===== config.mk =====
export PLATFORM = sky130hd
export DESIGN_NAME = load_store_unit_flat
export DESIGN_NICKNAME = d
export VERILOG_FILES = /design/src/rtl/load_store_unit_pkg.sv /design/src/rtl/load_store_unit_if.sv /design/src/rtl/load_store_unit_align.sv /design/src/rtl/load_store_unit.sv /design/src/flat_wrapper.sv
export SDC_FILE = /design/constraint.sdc
export NUM_CORES = 1
export LEC_CHECK = 0
export ABC_AREA = 1
export BUFFER_PORTS_ARGS = -buffer_cell sky130_fd_sc_hd__buf_2
export CORE_UTILIZATION = 48
export DETAILED_ROUTE_END_ITERATION = 6
export PLACE_DENSITY_LB_ADDON = 0.05
export SYNTH_ARGS = -nofsm -noshare
export SYNTH_HDL_FRONTEND = slang
export SYNTH_SLANG_ARGS = --single-unit

===== constraint.sdc =====
create_clock -name clock_in -period 1.9 [get_ports clock_in]
set_input_delay 0.095 -clock clock_in [delete_from_list [all_inputs] [get_ports clock_in]]
set_output_delay 0.095 -clock clock_in [all_outputs]
set_load 0.01 [all_outputs]

===== src/rtl/load_store_unit_pkg.sv =====
// Shared definitions for the load/store unit: datapath width, RV32I funct3
// encodings, FSM state encodings and request legality helpers.
package load_store_unit_pkg;

  localparam int XLEN = 32;

  localparam logic [2:0] F3_B  = 3'b000;
  localparam logic [2:0] F3_H  = 3'b001;
  localparam logic [2:0] F3_W  = 3'b010;
  localparam logic [2:0] F3_BU = 3'b100;
  localparam logic [2:0] F3_HU = 3'b101;

  localparam logic [1:0] ST_IDLE  = 2'd0;
  localparam logic [1:0] ST_READ  = 2'd1;
  localparam logic [1:0] ST_WRITE = 2'd2;
  localparam logic [1:0] ST_RESP  = 2'd3;

  function automatic logic funct3_illegal(input logic is_store, input logic [2:0] funct3);
    if (is_store) return (funct3 > F3_W);
    return (funct3 == 3'b011) || (funct3 == 3'b110) || (funct3 == 3'b111);
  endfunction

  function automatic logic addr_misaligned(input logic [2:0] funct3, input logic [1:0] ea_lo);
    case (funct3[1:0])
      2'b01:   return ea_lo[0];
      2'b10:   return (ea_lo != 2'b00);
      default: return 1'b0;
    endcase
  endfunction

endpackage


===== src/rtl/load_store_unit_if.sv =====
// Word-wide data memory handshake. Signal names are seen from the LSU side;
// master = load/store unit, slave = data memory.
interface load_store_unit_if;
  import load_store_unit_pkg::*;

  logic            data_mem_valid_out;
  logic            data_mem_write_out;
  logic [XLEN-1:0] data_mem_addr_out;
  logic [XLEN-1:0] data_mem_data_out;
  logic            data_mem_ready_in;
  logic [XLEN-1:0] data_mem_data_in;

  modport master (
    output data_mem_valid_out, data_mem_write_out, data_mem_addr_out, data_mem_data_out,
    input  data_mem_ready_in, data_mem_data_in
  );

  modport slave (
    input  data_mem_valid_out, data_mem_write_out, data_mem_addr_out, data_mem_data_out,
    output data_mem_ready_in, data_mem_data_in
  );

endinterface


===== src/rtl/load_store_unit_align.sv =====
// Combinational lane logic: little-endian byte/halfword extraction with sign or
// zero extension for loads, and lane merge of rs2 into a read word for sub-word stores.
module load_store_unit_align
  import load_store_unit_pkg::*;
(
  input  logic [2:0]      funct3,
  input  logic [1:0]      lane,
  input  logic [XLEN-1:0] mem_word,
  input  logic [XLEN-1:0] store_data,
  output logic [XLEN-1:0] load_data,
  output logic [XLEN-1:0] merged_word
);

  logic [7:0]  byte_sel;
  logic [15:0] half_sel;

  // NOTE: every always_comb output gets a default on entry so no path can infer a latch.
  always_comb begin
    byte_sel  = mem_word[{lane, 3'b000} +: 8];
    half_sel  = lane[1] ? mem_word[31:16] : mem_word[15:0];
    load_data = mem_word;
    case (funct3)
      F3_B:    load_data = {{24{byte_sel[7]}}, byte_sel};
      F3_H:    load_data = {{16{half_sel[15]}}, half_sel};
      F3_BU:   load_data = {24'h0, byte_sel};
      F3_HU:   load_data = {16'h0, half_sel};
      default: load_data = mem_word;
    endcase
  end

  always_comb begin
    merged_word = mem_word;
    case (funct3)
      F3_B:    merged_word[{lane, 3'b000} +: 8]     = store_data[7:0];
      F3_H:    merged_word[{lane[1], 4'b0000} +: 16] = store_data[15:0];
      default: merged_word = store_data;
    endcase
  end

endmodule


===== src/rtl/load_store_unit.sv =====
// Load/store unit in front of a word-only data memory: EA generation, sub-word
// loads and read-modify-write stores. Define LSU_MISALIGN_TRAP_EN to flag misaligned accesses.
module load_store_unit
  import load_store_unit_pkg::*;
(
  input  logic              clock_in,
  input  logic              reset_in,
  input  logic              lsu_req_valid_in,
  output logic              lsu_req_ready_out,
  input  logic              lsu_req_store_in,
  input  logic [2:0]        lsu_req_funct3_in,
  input  logic [XLEN-1:0]   lsu_req_base_in,
  input  logic [XLEN-1:0]   lsu_req_offset_in,
  input  logic [XLEN-1:0]   lsu_req_data_in,
  input  logic [4:0]        lsu_req_rd_in,
  output logic              lsu_resp_valid_out,
  output logic [XLEN-1:0]   lsu_resp_data_out,
  output logic [4:0]        lsu_resp_rd_out,
  output logic              lsu_resp_error_out,
  load_store_unit_if.master data_mem
);

  logic [1:0]      state_q;
  logic [XLEN-1:0] ea_q;
  logic [XLEN-1:0] wdata_q;
  logic [XLEN-1:0] resp_data_q;
  logic [2:0]      funct3_q;
  logic [4:0]      rd_q;
  logic            store_q;
  logic            error_q;

  logic [XLEN-1:0] req_ea;
  logic [XLEN-1:0] load_data;
  logic [XLEN-1:0] merged_word;
  logic            req_error;

  assign req_ea = lsu_req_base_in + lsu_req_offset_in;

  always_comb begin
    req_error = funct3_illegal(lsu_req_store_in, lsu_req_funct3_in);
`ifdef LSU_MISALIGN_TRAP_EN
    if (addr_misaligned(lsu_req_funct3_in, req_ea[1:0])) req_error = 1'b1;
`endif
  end

  load_store_unit_align u_align (
    .funct3      (funct3_q),
    .lane        (ea_q[1:0]),
    .mem_word    (data_mem.data_mem_data_in),
    .store_data  (wdata_q),
    .load_data   (load_data),
    .merged_word (merged_word)
  );

  // NOTE: sequential state uses non-blocking assignments so every register samples pre-edge values.
  always_ff @(posedge clock_in) begin
    if (!reset_in) begin
      state_q     <= ST_IDLE;
      ea_q        <= '0;
      wdata_q     <= '0;
      resp_data_q <= '0;
      funct3_q    <= '0;
      rd_q        <= '0;
      store_q     <= 1'b0;
      error_q     <= 1'b0;
    end else begin
      case (state_q)
        ST_IDLE: if (lsu_req_valid_in) begin
          ea_q        <= req_ea;
          wdata_q     <= lsu_req_data_in;
          resp_data_q <= '0;
          funct3_q    <= lsu_req_funct3_in;
          rd_q        <= lsu_req_rd_in;
          store_q     <= lsu_req_store_in;
          error_q     <= req_error;
          if (req_error)                                        state_q <= ST_RESP;
          else if (lsu_req_store_in && lsu_req_funct3_in == F3_W) state_q <= ST_WRITE;
          else                                                  state_q <= ST_READ;
        end
        ST_READ: if (data_mem.data_mem_ready_in) begin
          // Sub-word stores come through here to fetch the word they patch.
          if (store_q) begin
            wdata_q <= merged_word;
            state_q <= ST_WRITE;
          end else begin
            resp_data_q <= load_data;
            state_q     <= ST_RESP;
          end
        end
        ST_WRITE: if (data_mem.data_mem_ready_in) state_q <= ST_RESP;
        default:  state_q <= ST_IDLE;
      endcase
    end
  end

  assign lsu_req_ready_out  = (state_q == ST_IDLE);
  assign lsu_resp_valid_out = (state_q == ST_RESP);
  assign lsu_resp_data_out  = resp_data_q;
  assign lsu_resp_rd_out    = rd_q;
  assign lsu_resp_error_out = error_q;

  assign data_mem.data_mem_valid_out = (state_q == ST_READ) || (state_q == ST_WRITE);
  assign data_mem.data_mem_write_out = (state_q == ST_WRITE);
  assign data_mem.data_mem_addr_out  = {ea_q[XLEN-1:2], 2'b00};
  assign data_mem.data_mem_data_out  = wdata_q;

endmodule

===== src/flat_wrapper.sv =====
// flat-port wrapper written by rule: the top's interface ports become plain ports
module load_store_unit_flat import load_store_unit_pkg::*;
  (clock_in, reset_in, lsu_req_valid_in, lsu_req_ready_out, lsu_req_store_in, lsu_req_funct3_in, lsu_req_base_in, lsu_req_offset_in, lsu_req_data_in, lsu_req_rd_in, lsu_resp_valid_out, lsu_resp_data_out, lsu_resp_rd_out, lsu_resp_error_out, data_mem_data_mem_valid_out, data_mem_data_mem_write_out, data_mem_data_mem_addr_out, data_mem_data_mem_data_out, data_mem_data_mem_ready_in, data_mem_data_mem_data_in);
  load_store_unit_if data_mem_i ();
  input  logic clock_in;
  input  logic reset_in;
  input  logic lsu_req_valid_in;
  output logic lsu_req_ready_out;
  input  logic lsu_req_store_in;
  input  logic [2:0] lsu_req_funct3_in;
  input  logic [XLEN-1:0] lsu_req_base_in;
  input  logic [XLEN-1:0] lsu_req_offset_in;
  input  logic [XLEN-1:0] lsu_req_data_in;
  input  logic [4:0] lsu_req_rd_in;
  output logic lsu_resp_valid_out;
  output logic [XLEN-1:0] lsu_resp_data_out;
  output logic [4:0] lsu_resp_rd_out;
  output logic lsu_resp_error_out;
  output wire logic [$bits(data_mem_i.data_mem_valid_out)-1:0] data_mem_data_mem_valid_out;
  output wire logic [$bits(data_mem_i.data_mem_write_out)-1:0] data_mem_data_mem_write_out;
  output wire logic [$bits(data_mem_i.data_mem_addr_out)-1:0] data_mem_data_mem_addr_out;
  output wire logic [$bits(data_mem_i.data_mem_data_out)-1:0] data_mem_data_mem_data_out;
  input wire logic [$bits(data_mem_i.data_mem_ready_in)-1:0] data_mem_data_mem_ready_in;
  input wire logic [$bits(data_mem_i.data_mem_data_in)-1:0] data_mem_data_mem_data_in;
  assign data_mem_data_mem_valid_out = data_mem_i.data_mem_valid_out;
  assign data_mem_data_mem_write_out = data_mem_i.data_mem_write_out;
  assign data_mem_data_mem_addr_out = data_mem_i.data_mem_addr_out;
  assign data_mem_data_mem_data_out = data_mem_i.data_mem_data_out;
  assign data_mem_i.data_mem_ready_in = data_mem_data_mem_ready_in;
  assign data_mem_i.data_mem_data_in = data_mem_data_mem_data_in;
  load_store_unit u_core (.clock_in(clock_in), .reset_in(reset_in), .lsu_req_valid_in(lsu_req_valid_in), .lsu_req_ready_out(lsu_req_ready_out), .lsu_req_store_in(lsu_req_store_in), .lsu_req_funct3_in(lsu_req_funct3_in), .lsu_req_base_in(lsu_req_base_in), .lsu_req_offset_in(lsu_req_offset_in), .lsu_req_data_in(lsu_req_data_in), .lsu_req_rd_in(lsu_req_rd_in), .lsu_resp_valid_out(lsu_resp_valid_out), .lsu_resp_data_out(lsu_resp_data_out), .lsu_resp_rd_out(lsu_resp_rd_out), .lsu_resp_error_out(lsu_resp_error_out), .data_mem(data_mem_i));
endmodule

# --- After elaboration in Yosys (flattened, before gate mapping) ---
# Cells that the tools add are included.
op_classes:
  n_lt_le_gt_ge: 1
  muxes: 23
  reduce_logical: 11
  multipliers: 0
  addsub: 3
  shifts: 5
  n_bitwise: 0
  eq_ne: 16
  n_div: 0
ops:
  columns: ["operator", "n"]
  rows:
  - ["2-to-1 mux 32 bit", 6]
  - ["case mux 32 bit (2 select lines)", 3]
  - ["case mux 32 bit (4 select lines)", 1]
  - ["bitwise mux 32 bit", 2]
  - ["adder 32 bit", 1]
  - ["variable shift 16 x 7 -> 32 bit (first input constant)", 1]
  - ["variable shift 8 x 7 -> 32 bit (first input constant)", 1]
  - ["indexed part select 16 x 7 -> 32 bit", 1]
  - ["indexed part select 32 x 6 -> 8 bit", 1]
  - ["indexed part select 8 x 7 -> 32 bit", 1]
  - ["2-to-1 mux 16 bit", 1]
  - ["negation 5 -> 7 bit", 2]
  - ["equality test 3 bit (second input constant)", 4]
  - ["2-to-1 mux 2 bit", 5]
  - ["equality test 3 x 2 -> 1 bit (second input constant)", 2]
  - ["inequality test 2 bit (second input constant)", 3]
  - ["case mux 2 bit (3 select lines)", 1]
  - ["AND reduction 5 bit", 1]
  - ["equality test 2 bit (second input constant)", 2]
  - ["2-to-1 mux 1 bit", 4]
  - ["inequality test 2 x 1 -> 1 bit (second input constant)", 2]
  - ["AND reduction 4 bit", 1]
  - ["equality test 3 x 1 -> 1 bit (second input constant)", 1]
  - ["greater-than comparator 3 x 2 -> 1 bit (second input constant)", 1]
  - ["other kinds (9)", 11]
word_totals:
  elab_cells: 67
  output_inout_bits: 106
  rom_bits: 0
  regBits: 108
  ram_bits: 0
  in_bits: 141
  n_memories: 0
  latch_bits: 0

# --- Depth between registers and ports, before layout ---
# Gate-level depths: netlist of run 1.
logic_depth:
  ltp_word: 7
  depth_mapped: 15
  ltp_nobuf: 15

# --- Modules after synthesis ---
# From an unflattened synthesis of run 1, not the netlist that was laid out.
hier_totals:
  hier_cells: 1517
  area_unflattened_um2: 8866.0
modules_own_cells:
  columns: ["mod", "seq_area_each_um2", "area_each_um2", "n_inst", "cells_per_inst"]
  rows:
  - ["load_store_unit", 2162.1, 6766.5, 1, 1091]
  - ["load_store_unit_align", 0.0, 2099.5, 1, 426]

# --- Worst setup path after synthesis of run 1 ---
# No wires, ideal clock.
synth_path:
  kind: "reg-to-reg"
  from: "register u_core.ea_q[1]"
  to: "register u_core.wdata_q[22] (netlist: u_core.data_mem.data_mem_data_out[22])"
  path_buffers: 1
  path_slack_ps: 8
  t_required_ps: 1830
  arrival_ps: 1822
  stages_incl_launch_ff: 10
  setup_time_ps: 70
  synth_period_minus_slack_ps: 1892
  cell_sequence: "dfxtp_1 buf_6 clkinv_1 ha_1 inv_1 nor2_1 a21oi_1 a21oi_1 a21oi_1 a21oi_1"
synth_via:
  elab_chain_cells: 7
  elab_cells_between_ends: 12
  classes_between: "add/sub (2); shift (4); mux (6)"
synth_lines:
  columns: ["item", "line_no", "rtl"]
  rows:
  - ["start: declaration", "load_store_unit.sv:24", "logic [XLEN-1:0] ea_q;"]
  - ["start signal: assignment", "load_store_unit.sv:69", "ea_q <= req_ea;"]
  - ["negation 5 -> 7 bit (on tied branches)", "load_store_unit_align.sv:35, load_store_unit_align.sv:34", null]
  - ["indexed part select 16 x 7 -> 32 bit, or another cell as far along", "load_store_unit_align.sv:35", "F3_H: merged_word[{lane[1], 4'b0000} +: 16] = store_data[15:0];"]
  - ["bitwise mux 32 bit (on tied branches)", "load_store_unit_align.sv:35, load_store_unit_align.sv:34", null]
  - ["case mux 32 bit (2 select lines) (*)", "load_store_unit_align.sv:33", "case (funct3)"]
  - ["2-to-1 mux 32 bit (*)", "load_store_unit.sv:82", "if (store_q) begin"]
  - ["2-to-1 mux 32 bit (*)", "load_store_unit.sv:80", "ST_READ: if (data_mem.data_mem_ready_in) begin"]
  - ["case mux 32 bit (2 select lines) (*)", "load_store_unit.sv:67", "case (state_q)"]
  - ["end signal: assignment", "load_store_unit.sv:70", "wdata_q <= lsu_req_data_in;"]
  - ["end signal: assignment", "load_store_unit.sv:83", "wdata_q <= merged_word;"]
  - ["end: declaration", "load_store_unit.sv:25", "logic [XLEN-1:0] wdata_q;"]
# Every way passes the cells marked *; elsewhere a longest branch is shown, timed or not. The select of a mux whose other input is x is not followed.
# A chain may end at the register's enable or synchronous reset.

# --- Worst setup path after layout of run 1 ---
layout_path:
  from: "register u_core.state_q[1]"
  to: "register u_core.wdata_q[21] (netlist: u_core.data_mem.data_mem_data_out[21])"
layout_via:
  elab_chain_cells: 3
  elab_cells_between_ends: 9
  classes_between: "eq/ne (5); mux (1); reduce/logical (3)"
layout_lines:
  columns: ["item", "line_no", "rtl"]
  rows:
  - ["start: declaration", "load_store_unit.sv:23", "logic [1:0] state_q;"]
  - ["start signal: assignment", "load_store_unit.sv:58", "state_q <= ST_IDLE;"]
  - ["start signal: assignment", "load_store_unit.sv:76", "if (req_error) state_q <= ST_RESP;"]
  - ["start signal: assignment", "load_store_unit.sv:77", "else if (lsu_req_store_in && lsu_req_funct3_in == F3_W) state_q <= ST_WRITE;"]
  - ["equality test 2 x 1 -> 1 bit or zero test 2 bit (tied branches)", "load_store_unit.sv:67", null]
  - ["inequality test 3 bit (no line), or another cell as far along", null, null]
  - ["AND reduction 5 bit (no line)", null, null]
# Parallel ways exist; a longest one is shown, timed or not.

==> metrics.txt, run 1 <==
# TYPE chip_impl_metric gauge
chip_impl_info{name="status",value="finished clean"} 1
chip_impl_metric{name="gr-usage-met1",unit="%"} 36.7
chip_impl_metric{name="critical_path_buf_inv_count",unit=""} 5
chip_impl_metric{name="yosysUniqueCellTypes",unit=""} 43
chip_impl_metric{name="p_clk_share",unit="%"} 14.8
chip_impl_info{name="timing.critical_path.slowest_stage_cell",value="sky130_fd_sc_hd__dfxtp_1"} 1
chip_impl_info{name="grt_setup_unrepaired",value="true"} 1
chip_impl_metric{name="numClockSinks",unit=""} 108
chip_impl_metric{name="wl_per_cell",unit="um"} 14.9
chip_impl_metric{name="detailed_place_hpwl",unit="mm"} 21.5
chip_impl_metric{name="preCtsSetupSlack",unit="ns"} -0.0584
chip_impl_metric{name="fin_util",unit="%"} 60.5
chip_impl_metric{name="grt_overflow_total",unit=""} 0
chip_impl_metric{name="floorplan.die.width",unit="um"} 134
chip_impl_metric{name="synth_edf_count",unit=""} 0
chip_impl_info{name="grt-busiest-layer",value="met2"} 1
chip_impl_metric{name="setup_viol",unit=""} 0
chip_impl_metric{name="core_area",unit="um2"} 16800
chip_impl_metric{name="finClkSkew",unit="ns"} 0.0105
chip_impl_metric{name="dieArea",unit="um2"} 17900
chip_impl_metric{name="globalRouteTotalUtil",unit="%"} 29.5
chip_impl_metric{name="nets",unit=""} 1785
chip_impl_metric{name="final.setup.worst_slack",unit="ns"} 0.0717
chip_impl_metric{name="grt_max_degree",unit=""} 59
chip_impl_metric{name="syn_area_per_cell",unit="um2"} 6.02
chip_impl_metric{name="vias_per_cell",unit=""} 5.13
chip_impl_metric{name="power_leakage",unit="uW"} 0.00558
chip_impl_info{name="postSynth.topFlopCell",value="sky130_fd_sc_hd__dfxtp_1"} 1
chip_impl_metric{name="tns",unit="ns"} 0
chip_impl_metric{name="crit_required",unit="ns"} 2.18
chip_impl_metric{name="post_cts_clock_slew_at_the_launch_and_capture_registers_of_the_worst_setup_and_hold_paths",unit="ns"} 0.07
chip_impl_metric{name="netlist_instances",unit=""} 1388
chip_impl_metric{name="grt_pass1_vias",unit=""} 8293
chip_impl_metric{name="grt_first_pass_wirelength",unit="mm"} 41.8
chip_impl_metric{name="critical_path_arrival",unit="ns"} 2.11
chip_impl_metric{name="ant_nets",unit=""} 0
chip_impl_metric{name="placed_cells_incl_taps",unit=""} 1800
chip_impl_metric{name="cts_max_level",unit=""} 3
chip_impl_info{name="yosys.area.top_type",value="sky130_fd_sc_hd__dfxtp_1"} 1
chip_impl_metric{name="internal-power",unit="uW"} 6900
chip_impl_metric{name="cp_max_fo",unit=""} 16
chip_impl_metric{name="drv_slew",unit=""} 0
chip_impl_metric{name="least_margin_pin_slew",unit="ns"} 0.707
chip_impl_metric{name="postSynth.asyncResetShare",unit="%"} 0
chip_impl_info{name="criticalPathCategory",value="reg2reg"} 1
chip_impl_metric{name="post_synth_instance_area",unit="um2"} 8360
chip_impl_metric{name="max_freq",unit="GHz"} 0.547
chip_impl_metric{name="post_route_cells_drive_above_1_share",unit="%"} 22.2
chip_impl_info{name="critical-path-top-delay-family",value="buffers and inverters"} 1
chip_impl_metric{name="grt_util_met3",unit="%"} 3.29
chip_impl_info{name="synth.most_common_cell",value="sky130_fd_sc_hd__nand2_1"} 1
chip_impl_info{name="critical_path.endpoint_type",value="register"} 1
chip_impl_metric{name="later_pin_clock_latency_in_the_skew_report",unit="ns"} 0.35
chip_impl_metric{name="worst_slew_margin_rel",unit="%"} 52.6
chip_impl_metric{name="synth-seq-area-share",unit="%"} 25.9
chip_impl_metric{name="yosys_warnings",unit=""} 0
chip_impl_metric{name="io_buffers",unit=""} 244
chip_impl_metric{name="comb_power_share",unit="%"} 57.6
chip_impl_metric{name="route.final.wire_length",unit="mm"} 27.2
chip_impl_metric{name="initial_cell_density_of_the_core",unit="%"} 49.9
chip_impl_metric{name="fin_hold_ws",unit="ns"} 0.0130
chip_impl_metric{name="final-instance-count-excl-fill",unit=""} 1828
chip_impl_info{name="crit_path_start_kind",value="register"} 1
chip_impl_metric{name="number_of_violations_reported_at_the_end_of_detailed_routing_iteration_0",unit=""} 846
chip_impl_info{name="cts_tree",value="done"} 1
chip_impl_metric{name="n_fill_cell",unit=""} 1741
chip_impl_info{name="cts_root_buffer",value="sky130_fd_sc_hd__clkbuf_16"} 1
chip_impl_metric{name="syn2layout_area_growth",unit="%"} 21.3
chip_impl_info{name="ys_top_cells_by_count",value="347 x sky130_fd_sc_hd__nand2_1, 201 x sky130_fd_sc_hd__inv_1, 160 x sky130_fd_sc_hd__a21oi_1, 160 x sky130_fd_sc_hd__nor2_1, 108 x sky130_fd_sc_hd__dfxtp_1"} 1
chip_impl_metric{name="grt_use_met2",unit="%"} 51.1
chip_impl_metric{name="cts_made_buffers",unit=""} 9
chip_impl_metric{name="place.gp.congestion",unit=""} 0.956
chip_impl_metric{name="grt_antenna_before_repair",unit=""} 0
chip_impl_metric{name="ratio_of_final_minimum_period_to_clock_period",unit="%"} 96.2
chip_impl_metric{name="tritonroute_pass_1_iters",unit=""} 5
chip_impl_metric{name="chipHeight",unit="um"} 134
chip_impl_metric{name="num_rows",unit=""} 47
chip_impl_metric{name="min_period",unit="ns"} 1.83
chip_impl_info{name="min_path_type",value="in2reg"} 1
chip_impl_info{name="synthTopCellsByArea",value="sky130_fd_sc_hd__dfxtp_1 26%, sky130_fd_sc_hd__nand2_1 16%, sky130_fd_sc_hd__a21oi_1 9.6%, sky130_fd_sc_hd__inv_1 9.0%, sky130_fd_sc_hd__nor2_1 7.2%"} 1
chip_impl_metric{name="power.switching_fraction",unit="%"} 46.4
chip_impl_metric{name="floorplan.io_pins",unit=""} 247
chip_impl_info{name="timing.critical_path.mode_cell",value="sky130_fd_sc_hd__inv_4"} 1
chip_impl_metric{name="drcViolationCount",unit=""} 0
chip_impl_metric{name="power.switching",unit="uW"} 5960
chip_impl_metric{name="clk_path_buf_depth",unit=""} 2
chip_impl_metric{name="power.ir.vdd_worst",unit="V"} 0.000804
chip_impl_metric{name="max_cap_viol_count",unit=""} 0
chip_impl_metric{name="vias_after_detailed_routing",unit=""} 9370
chip_impl_info{name="path_cells",value="inv_1, ha_2, inv_4, or2_1, nand2_1, nor2_1, o21ai_2, inv_4, buf_4, clkbuf_16, a21oi_1"} 1
chip_impl_metric{name="power.density",unit="nW/um2"} 1270
chip_impl_metric{name="hold_violations",unit=""} 0
chip_impl_metric{name="synth_seq_cells",unit=""} 108
chip_impl_metric{name="power.sequential.fraction",unit="%"} 27.6
chip_impl_metric{name="synth_largest_type_area_fraction",unit="%"} 25.9
chip_impl_metric{name="worst_path_largest_cell_delay",unit="ns"} 0.32
chip_impl_metric{name="antenna_cells_inserted",unit=""} 0
-- timing repair --
action / CTS / global route
pin swaps: 0 / 2
setup buffers: 0 / 7
hold buffers: 4 / 0
endpoints found under the hold margin: 4 / 0
cloned: 0 / 1
resized for setup: 1 / 21
setup endpoints to repair: 24 / 64
-- through the flow --
| step | total power, uW | instance area, um2 |
|---|---|---|
| after floorplan | 8390 | 8360 |
| after global placement | 10400 | 9640 |
| after detailed placement | 10400 | 9640 |
| after CTS | 12400 | 9970 |
| after global routing | 13800 | 10100 |
| final | 12900 | 10100 |
-- layer usage --
metal  vias to the layer above  wire length, um
met4                         0             1020
met3                        65             1650
met1                      4108            11600
met5                         -                0
met2                       387            12900
li1                       4810                -
-- layout make-up --
type	count	area [um2]	share of cell area (%)
Clock buffer	12	236	2.33
Clock inverter	4	50.0	0.494
Inverter	214	821	8.10
Multi-Input combinational cell	980	4890	48.2
Sequential cell	108	2170	21.4
Tap cell	220	275	2.72
Timing Repair Buffer	290	1700	16.8
-- sequential cells by signal (all words and copies together), names as in the netlist --
name / flops
u_core.funct3_q: 3
u_core.ea_q: 32
u_core.lsu_resp_error_out: 1
u_core.data_mem.data_mem_data_out: 32
u_core.state_q: 2
u_core.lsu_resp_data_out: 32
u_core.lsu_resp_rd_out: 5
u_core.store_q: 1
-- tightest hold or removal path, stage by stage --
cell,delay (ns)
sky130_fd_sc_hd__buf_2,0.08
sky130_fd_sc_hd__o21ai_0,0.08
sky130_fd_sc_hd__nor2_1,0.08
-- final timing paths --
kind / slack, ns / start / cells after the start / end
setup / recovery: 0.07 / u_core.state_q[1] / 11 / u_core.data_mem.data_mem_data_out[21]
setup reg to reg: 0.07 / u_core.state_q[1] / 11 / u_core.data_mem.data_mem_data_out[21]
hold / removal: 0.01 / lsu_req_rd_in[2] / 3 / u_core.lsu_resp_rd_out[2]
hold reg to reg: 0.46 / u_core.lsu_resp_data_out[2] / 2 / u_core.lsu_resp_data_out[2]
-- cell families after synthesis --
| group | count (synthesis) | synth area share [%] |
|---|---|---|
| and+or+nand+nor | 606 | 29.6 |
| AOI/OAI and AO/OA | 317 | 20.7 |
| buffers and inverters | 301 | 16.1 |
| DFF | 108 | 25.9 |
| adders and majority gates | 41 | 6.23 |
| xor gates and xnor gates | 14 | 1.47 |
| other | 1 | 0.0449 |
-- power groups by stage --
stage,Combinational (uW),Clock [uW],Sequential [uW]
floorplan,4670,0,3720
global placement,6790,0,3560
detailed placement,6860,0,3570
CTS,6910,1940,3520
global route,8150,2030,3620
finish,7400,1910,3550
-- cell usage in the layout, fill, tap and decap left out, types with 3 or more instances in the layout --
| master | n |
|---|---|
| sky130_fd_sc_hd__inv_2 | 6 |
| sky130_fd_sc_hd__nand4_1 | 5 |
| sky130_fd_sc_hd__nand2_2 | 16 |
| sky130_fd_sc_hd__o221ai_1 | 4 |
| sky130_fd_sc_hd__nor2_4 | 5 |
| sky130_fd_sc_hd__xor2_1 | 12 |
| sky130_fd_sc_hd__dfxtp_1 | 105 |
| sky130_fd_sc_hd__buf_4 | 32 |
| sky130_fd_sc_hd__nor4_1 | 5 |
| sky130_fd_sc_hd__buf_12 | 8 |
| sky130_fd_sc_hd__nor3_1 | 7 |
| sky130_fd_sc_hd__nand3_1 | 60 |
| sky130_fd_sc_hd__nand2_1 | 346 |
| sky130_fd_sc_hd__o21bai_1 | 5 |
| sky130_fd_sc_hd__dlygate4sd3_1 | 4 |
| sky130_fd_sc_hd__o22ai_1 | 16 |
| sky130_fd_sc_hd__inv_4 | 3 |
| sky130_fd_sc_hd__o21ai_0 | 96 |
| sky130_fd_sc_hd__buf_2 | 244 |
| sky130_fd_sc_hd__clkbuf_1 | 3 |
| sky130_fd_sc_hd__a21oi_2 | 13 |
| sky130_fd_sc_hd__clkbuf_16 | 10 |
| sky130_fd_sc_hd__dfxtp_2 | 3 |
| sky130_fd_sc_hd__a21oi_1 | 159 |
| sky130_fd_sc_hd__inv_1 | 201 |
| sky130_fd_sc_hd__o21ai_2 | 3 |
| sky130_fd_sc_hd__o21ai_1 | 6 |
| sky130_fd_sc_hd__nor2_1 | 159 |
| sky130_fd_sc_hd__ha_1 | 37 |
| sky130_fd_sc_hd__a31oi_1 | 8 |
(Power assumes the default switching activity.)
==> run 2, diff against run 1 <==
--- a/config.mk
+++ b/config.mk
@@ -5,9 +5,8 @@
 export SDC_FILE = /design/constraint.sdc
 export NUM_CORES = 1
 export LEC_CHECK = 0
-export ABC_AREA = 1
 export BUFFER_PORTS_ARGS = -buffer_cell sky130_fd_sc_hd__buf_2
-export CORE_UTILIZATION = 48
+export CORE_UTILIZATION = 46
 export DETAILED_ROUTE_END_ITERATION = 6
 export PLACE_DENSITY_LB_ADDON = 0.05
 export SYNTH_ARGS = -nofsm -noshare
==> constraint.sdc (replaced) <==
create_clock -name clock_in -period 1.9 [get_ports clock_in]
set_input_delay 0.38 -clock clock_in [delete_from_list [all_inputs] [get_ports clock_in]]
set_output_delay 0.38 -clock clock_in [all_outputs]
set_load 0.01 [all_outputs]
==> metrics.txt, run 2 <==
# TYPE chip_impl_metric gauge
chip_impl_info{name="crit_path_start_kind",value="input port"} 1
chip_impl_metric{name="grt_max_degree",unit=""} 66
chip_impl_metric{name="postSynth.asyncResetShare",unit="%"} 0
chip_impl_metric{name="timing.reg2reg.setup_slack",unit="ns"} 0.07
chip_impl_metric{name="syn_area_per_cell",unit="um2"} 7.91
chip_impl_metric{name="post_synth_instance_area",unit="um2"} 7120
chip_impl_metric{name="dieArea",unit="um2"} 16000
chip_impl_metric{name="initial_cell_density_of_the_core",unit="%"} 47.0
chip_impl_metric{name="vias_after_detailed_routing",unit=""} 7753
chip_impl_metric{name="chipHeight",unit="um"} 126
chip_impl_metric{name="critical_path_arrival",unit="ns"} 2.52
chip_impl_metric{name="ratio_of_final_minimum_period_to_clock_period",unit="%"} 117
chip_impl_metric{name="place.gp.congestion",unit=""} 0.900
chip_impl_metric{name="least_margin_pin_slew",unit="ns"} 0.578
chip_impl_info{name="min_path_type",value="in2reg"} 1
chip_impl_info{name="synth.most_common_cell",value="sky130_fd_sc_hd__nand2_1"} 1
chip_impl_info{name="status",value="finished with violations"} 1
chip_impl_metric{name="post_route_cells_drive_above_1_share",unit="%"} 42.5
chip_impl_info{name="holdCritStartpoint",value="lsu_req_rd_in[0]"} 1
chip_impl_info{name="layout.cells.most_common_list",value="242 x sky130_fd_sc_hd__buf_2, 154 x sky130_fd_sc_hd__buf_4, 110 x sky130_fd_sc_hd__nand2_1"} 1
chip_impl_info{name="synthTopCellsByArea",value="sky130_fd_sc_hd__dfxtp_1 30%, sky130_fd_sc_hd__ha_1 7.0%, sky130_fd_sc_hd__nand2_1 5.9%, sky130_fd_sc_hd__a21oi_1 4.7%, sky130_fd_sc_hd__o21ai_0 4.2%"} 1
chip_impl_metric{name="floorplan.io_pins",unit=""} 247
chip_impl_info{name="path_cells",value="buf_6, ha_4, inv_2, fa_2, and2b_1, o211ai_1, a21oi_2, nor2b_2, o311ai_4, a21oi_2, or4_1, nand3_1"} 1
chip_impl_info{name="critical-path-top-delay-family",value="simple AND/OR/NAND/NOR gates"} 1
chip_impl_info{name="cts_root_buffer",value="sky130_fd_sc_hd__clkbuf_16"} 1
chip_impl_info{name="criticalPathCategory",value="in2reg"} 1
chip_impl_metric{name="syn2layout_area_growth",unit="%"} 44.2
chip_impl_metric{name="power.density",unit="nW/um2"} 1090
chip_impl_info{name="rr_endpoint",value="u_core.data_mem.data_mem_data_out[21]"} 1
chip_impl_metric{name="synth_seq_cells",unit=""} 108
chip_impl_metric{name="ant_nets",unit=""} 0
chip_impl_info{name="grt_setup_unrepaired",value="true"} 1
chip_impl_metric{name="synth_edf_count",unit=""} 0
chip_impl_info{name="cts_tree",value="done"} 1
chip_impl_info{name="critical_path.endpoint_type",value="register"} 1
chip_impl_metric{name="floorplan.die.width",unit="um"} 126
chip_impl_metric{name="cts_made_buffers",unit=""} 9
chip_impl_metric{name="power.ir.vdd_worst",unit="V"} 0.000736
chip_impl_metric{name="grt_pass1_vias",unit=""} 7012
chip_impl_metric{name="route.final.wire_length",unit="mm"} 22.5
chip_impl_metric{name="preCtsSetupSlack",unit="ns"} -0.683
chip_impl_metric{name="finClkSkew",unit="ns"} 0.0139
chip_impl_metric{name="r2r_worst_path_depth",unit=""} 8
chip_impl_metric{name="number_of_violations_reported_at_the_end_of_detailed_routing_iteration_0",unit=""} 639
chip_impl_metric{name="synth-seq-area-share",unit="%"} 30.4
chip_impl_info{name="ys_top_cells_by_count",value="112 x sky130_fd_sc_hd__nand2_1, 108 x sky130_fd_sc_hd__dfxtp_1, 67 x sky130_fd_sc_hd__a21oi_1"} 1
chip_impl_metric{name="crit_required",unit="ns"} 2.20
chip_impl_metric{name="hold_violations",unit=""} 0
chip_impl_metric{name="worst_path_largest_cell_delay",unit="ns"} 0.40
chip_impl_metric{name="antenna_cells_inserted",unit=""} 0
chip_impl_metric{name="setup_viol",unit=""} 23
chip_impl_info{name="failed_checks",value="negative setup slack"} 1
chip_impl_metric{name="grt_antenna_before_repair",unit=""} 0
chip_impl_metric{name="io_buffers",unit=""} 244
chip_impl_metric{name="synth.area.mux_share",unit="%"} 1.41
chip_impl_metric{name="min_period",unit="ns"} 2.22
chip_impl_metric{name="num_rows",unit=""} 45
chip_impl_metric{name="post_cts_clock_slew_at_the_launch_and_capture_registers_of_the_worst_setup_and_hold_paths",unit="ns"} 0.09
chip_impl_metric{name="globalRouteTotalUtil",unit="%"} 27.3
chip_impl_metric{name="worst_slew_margin_rel",unit="%"} 61.4
chip_impl_info{name="hold_end",value="u_core.lsu_resp_rd_out[0]"} 1
chip_impl_metric{name="numClockSinks",unit=""} 108
chip_impl_metric{name="tritonroute_pass_1_iters",unit=""} 7
chip_impl_metric{name="yosys.area_share.adder",unit="%"} 7.31
chip_impl_metric{name="vias_per_cell",unit=""} 5.44
chip_impl_info{name="timing.critical_path.mode_cell",value="sky130_fd_sc_hd__a21oi_2"} 1
chip_impl_metric{name="max_cap_viol_count",unit=""} 0
chip_impl_metric{name="detailed_place_hpwl",unit="mm"} 17.5
chip_impl_metric{name="synth_simple_gate_area_share",unit="%"} 21.0
chip_impl_info{name="rr_startpoint",value="u_core.funct3_q[1]"} 1
chip_impl_metric{name="fin_util",unit="%"} 67.8
chip_impl_metric{name="yosys_warnings",unit=""} 0
chip_impl_metric{name="core_area",unit="um2"} 15100
chip_impl_metric{name="cp_max_fo",unit=""} 3
chip_impl_metric{name="clk_path_buf_depth",unit=""} 2
chip_impl_metric{name="yosys.area_share.xor_xnor",unit="%"} 3.08
chip_impl_metric{name="n_fill_cell",unit=""} 1324
chip_impl_metric{name="drcViolationCount",unit=""} 0
chip_impl_metric{name="final.setup.worst_slack",unit="ns"} -0.322
chip_impl_metric{name="netlist_instances",unit=""} 900
chip_impl_metric{name="critical_path_buf_inv_count",unit=""} 2
chip_impl_metric{name="synth_compound_gate_area_share",unit="%"} 29.0
chip_impl_info{name="mostFrequentLayoutCell",value="sky130_fd_sc_hd__buf_2"} 1
chip_impl_info{name="timing.critical_path.slowest_stage_cell",value="sky130_fd_sc_hd__or4_1"} 1
chip_impl_metric{name="later_pin_clock_latency_in_the_skew_report",unit="ns"} 0.36
chip_impl_info{name="yosys.area.top_type",value="sky130_fd_sc_hd__dfxtp_1"} 1
chip_impl_metric{name="drv_slew",unit=""} 0
chip_impl_info{name="combinational_family_with_the_most_area_after_synthesis",value="compound AO/OA/AOI/OAI gates"} 1
chip_impl_metric{name="grt_first_pass_wirelength",unit="mm"} 34.9
chip_impl_metric{name="wl_per_cell",unit="um"} 15.8
chip_impl_info{name="postSynth.topFlopCell",value="sky130_fd_sc_hd__dfxtp_1"} 1
chip_impl_metric{name="power_leakage",unit="uW"} 0.00475
chip_impl_metric{name="nets",unit=""} 1415
chip_impl_metric{name="yosysUniqueCellTypes",unit=""} 71
chip_impl_metric{name="hold-path-cell-count",unit=""} 3
chip_impl_metric{name="synth_largest_type_area_fraction",unit="%"} 30.4
chip_impl_metric{name="grt_overflow_total",unit=""} 0
chip_impl_metric{name="cts_max_level",unit=""} 3
chip_impl_metric{name="max_freq",unit="GHz"} 0.450
-- run 2: cell types whose count changed in the layout (fill, tap and decap cells not counted), sizes merged, moves of 17 or more --
cell,before,now
nand2,363,112
inv,210,24
buf,285,408
nor2,165,58
a21oi,172,68
nand3,60,18
a21boi,0,37
nor2b,0,37
o21ai,106,74
and2,0,25
a211oi,0,21
a21o,1,18
a221oi,0,17
-- run 2: how the worst max path moves through the flow --
stage	start	endpoint	slack (ns)	depth (start not counted)
3_5_place_dp	lsu_req_base_in[0]	u_core.ea_q[24]	-0.68	12
5_1_grt	lsu_req_base_in[0]	u_core.ea_q[24]	-0.40	12
4_1_cts	lsu_req_base_in[0]	u_core.ea_q[24]	-0.29	12
6_report	lsu_req_base_in[0]	u_core.ea_q[24]	-0.32	12
3_3_place_gp	lsu_req_base_in[0]	u_core.ea_q[24]	-0.66	12
2_1_floorplan	lsu_req_base_in[0]	u_core.ea_q[24]	-0.46	11
-- run 2: worst reg2reg max path: stages, from the launching register on --
cell,delay (ns)
sky130_fd_sc_hd__dfxtp_2,0.34
sky130_fd_sc_hd__nor2_4,0.16
sky130_fd_sc_hd__buf_4,0.14
sky130_fd_sc_hd__a21oi_2,0.06
sky130_fd_sc_hd__a41o_1,0.34
sky130_fd_sc_hd__a221oi_1,0.31
sky130_fd_sc_hd__buf_4,0.17
sky130_fd_sc_hd__o31ai_1,0.05
sky130_fd_sc_hd__and2_1,0.15
-- run 2: repair_timing --
item,CTS,global route
setup buffers,1,10
pin swaps,12,22
hold buffers,0,0
setup endpoints to repair,31,85
resized for setup,19,45
hold endpoints to repair,0,0
-- run 2: per-layer routing --
layer | share of wire [%] | vias up | global-route usage (%) | wire length [um]
met1 | 42 | 3555 | 33.2 | 9410
met2 | 50 | 291 | 50.0 | 11300
met5 | 0 | - | 0 | 0
li1 | - | 3871 | - | -
met3 | 5.4 | 36 | 2.74 | 1210
met4 | 2.5 | 0 | 9.78 | 557
-- run 2: logic make-up (layout without fill, tap and decap cells) --
kind of cell	Yosys count	in the layout
AOI/OAI and AO/OA	304	304
xor gates and xnor gates	25	25
adders and majority gates	41	41
buffers and inverters	105	442
DFF	108	108
muxes	9	9
other	1	2
and+or+nand+nor	307	307
-- run 2: layout make-up --
class	count	area, um2	share of cell area, %
clock inverter	7	87.6	0.853
clock buffer	9	225	2.19
sequential	108	2170	21.1
multi-input combinational	688	4920	48.0
inverter	18	70.1	0.683
tap	188	235	2.29
timing repair buffer	408	2550	24.9
-- run 2: report_power, final --
group	total [uW]	internal, uW	leakage (uW)	switching, uW
combinational	5910	2720	0.00371	3190
sequential	3260	2830	0.000886	431
clock	2030	1060	0.000155	965
-- run 2: stage by stage --
step | total power (uW) | std cells | cell area (um2) | hold slack (ns) | TNS [ns]
finish | 11200 | 1426 | 10300 | 0.258 | -3.45
global route | 11900 | 1426 | 10300 | 0.272 | -5.93
CTS | 11000 | 1416 | 10000 | 0.256 | -2.02
detailed placement | 8880 | 1400 | 9610 | 0.439 | -11.74
global placement | 8840 | 1400 | 9610 | 0.436 | -11.23
floorplan | 6670 | 901 | 7430 | 0.426 | -3.26
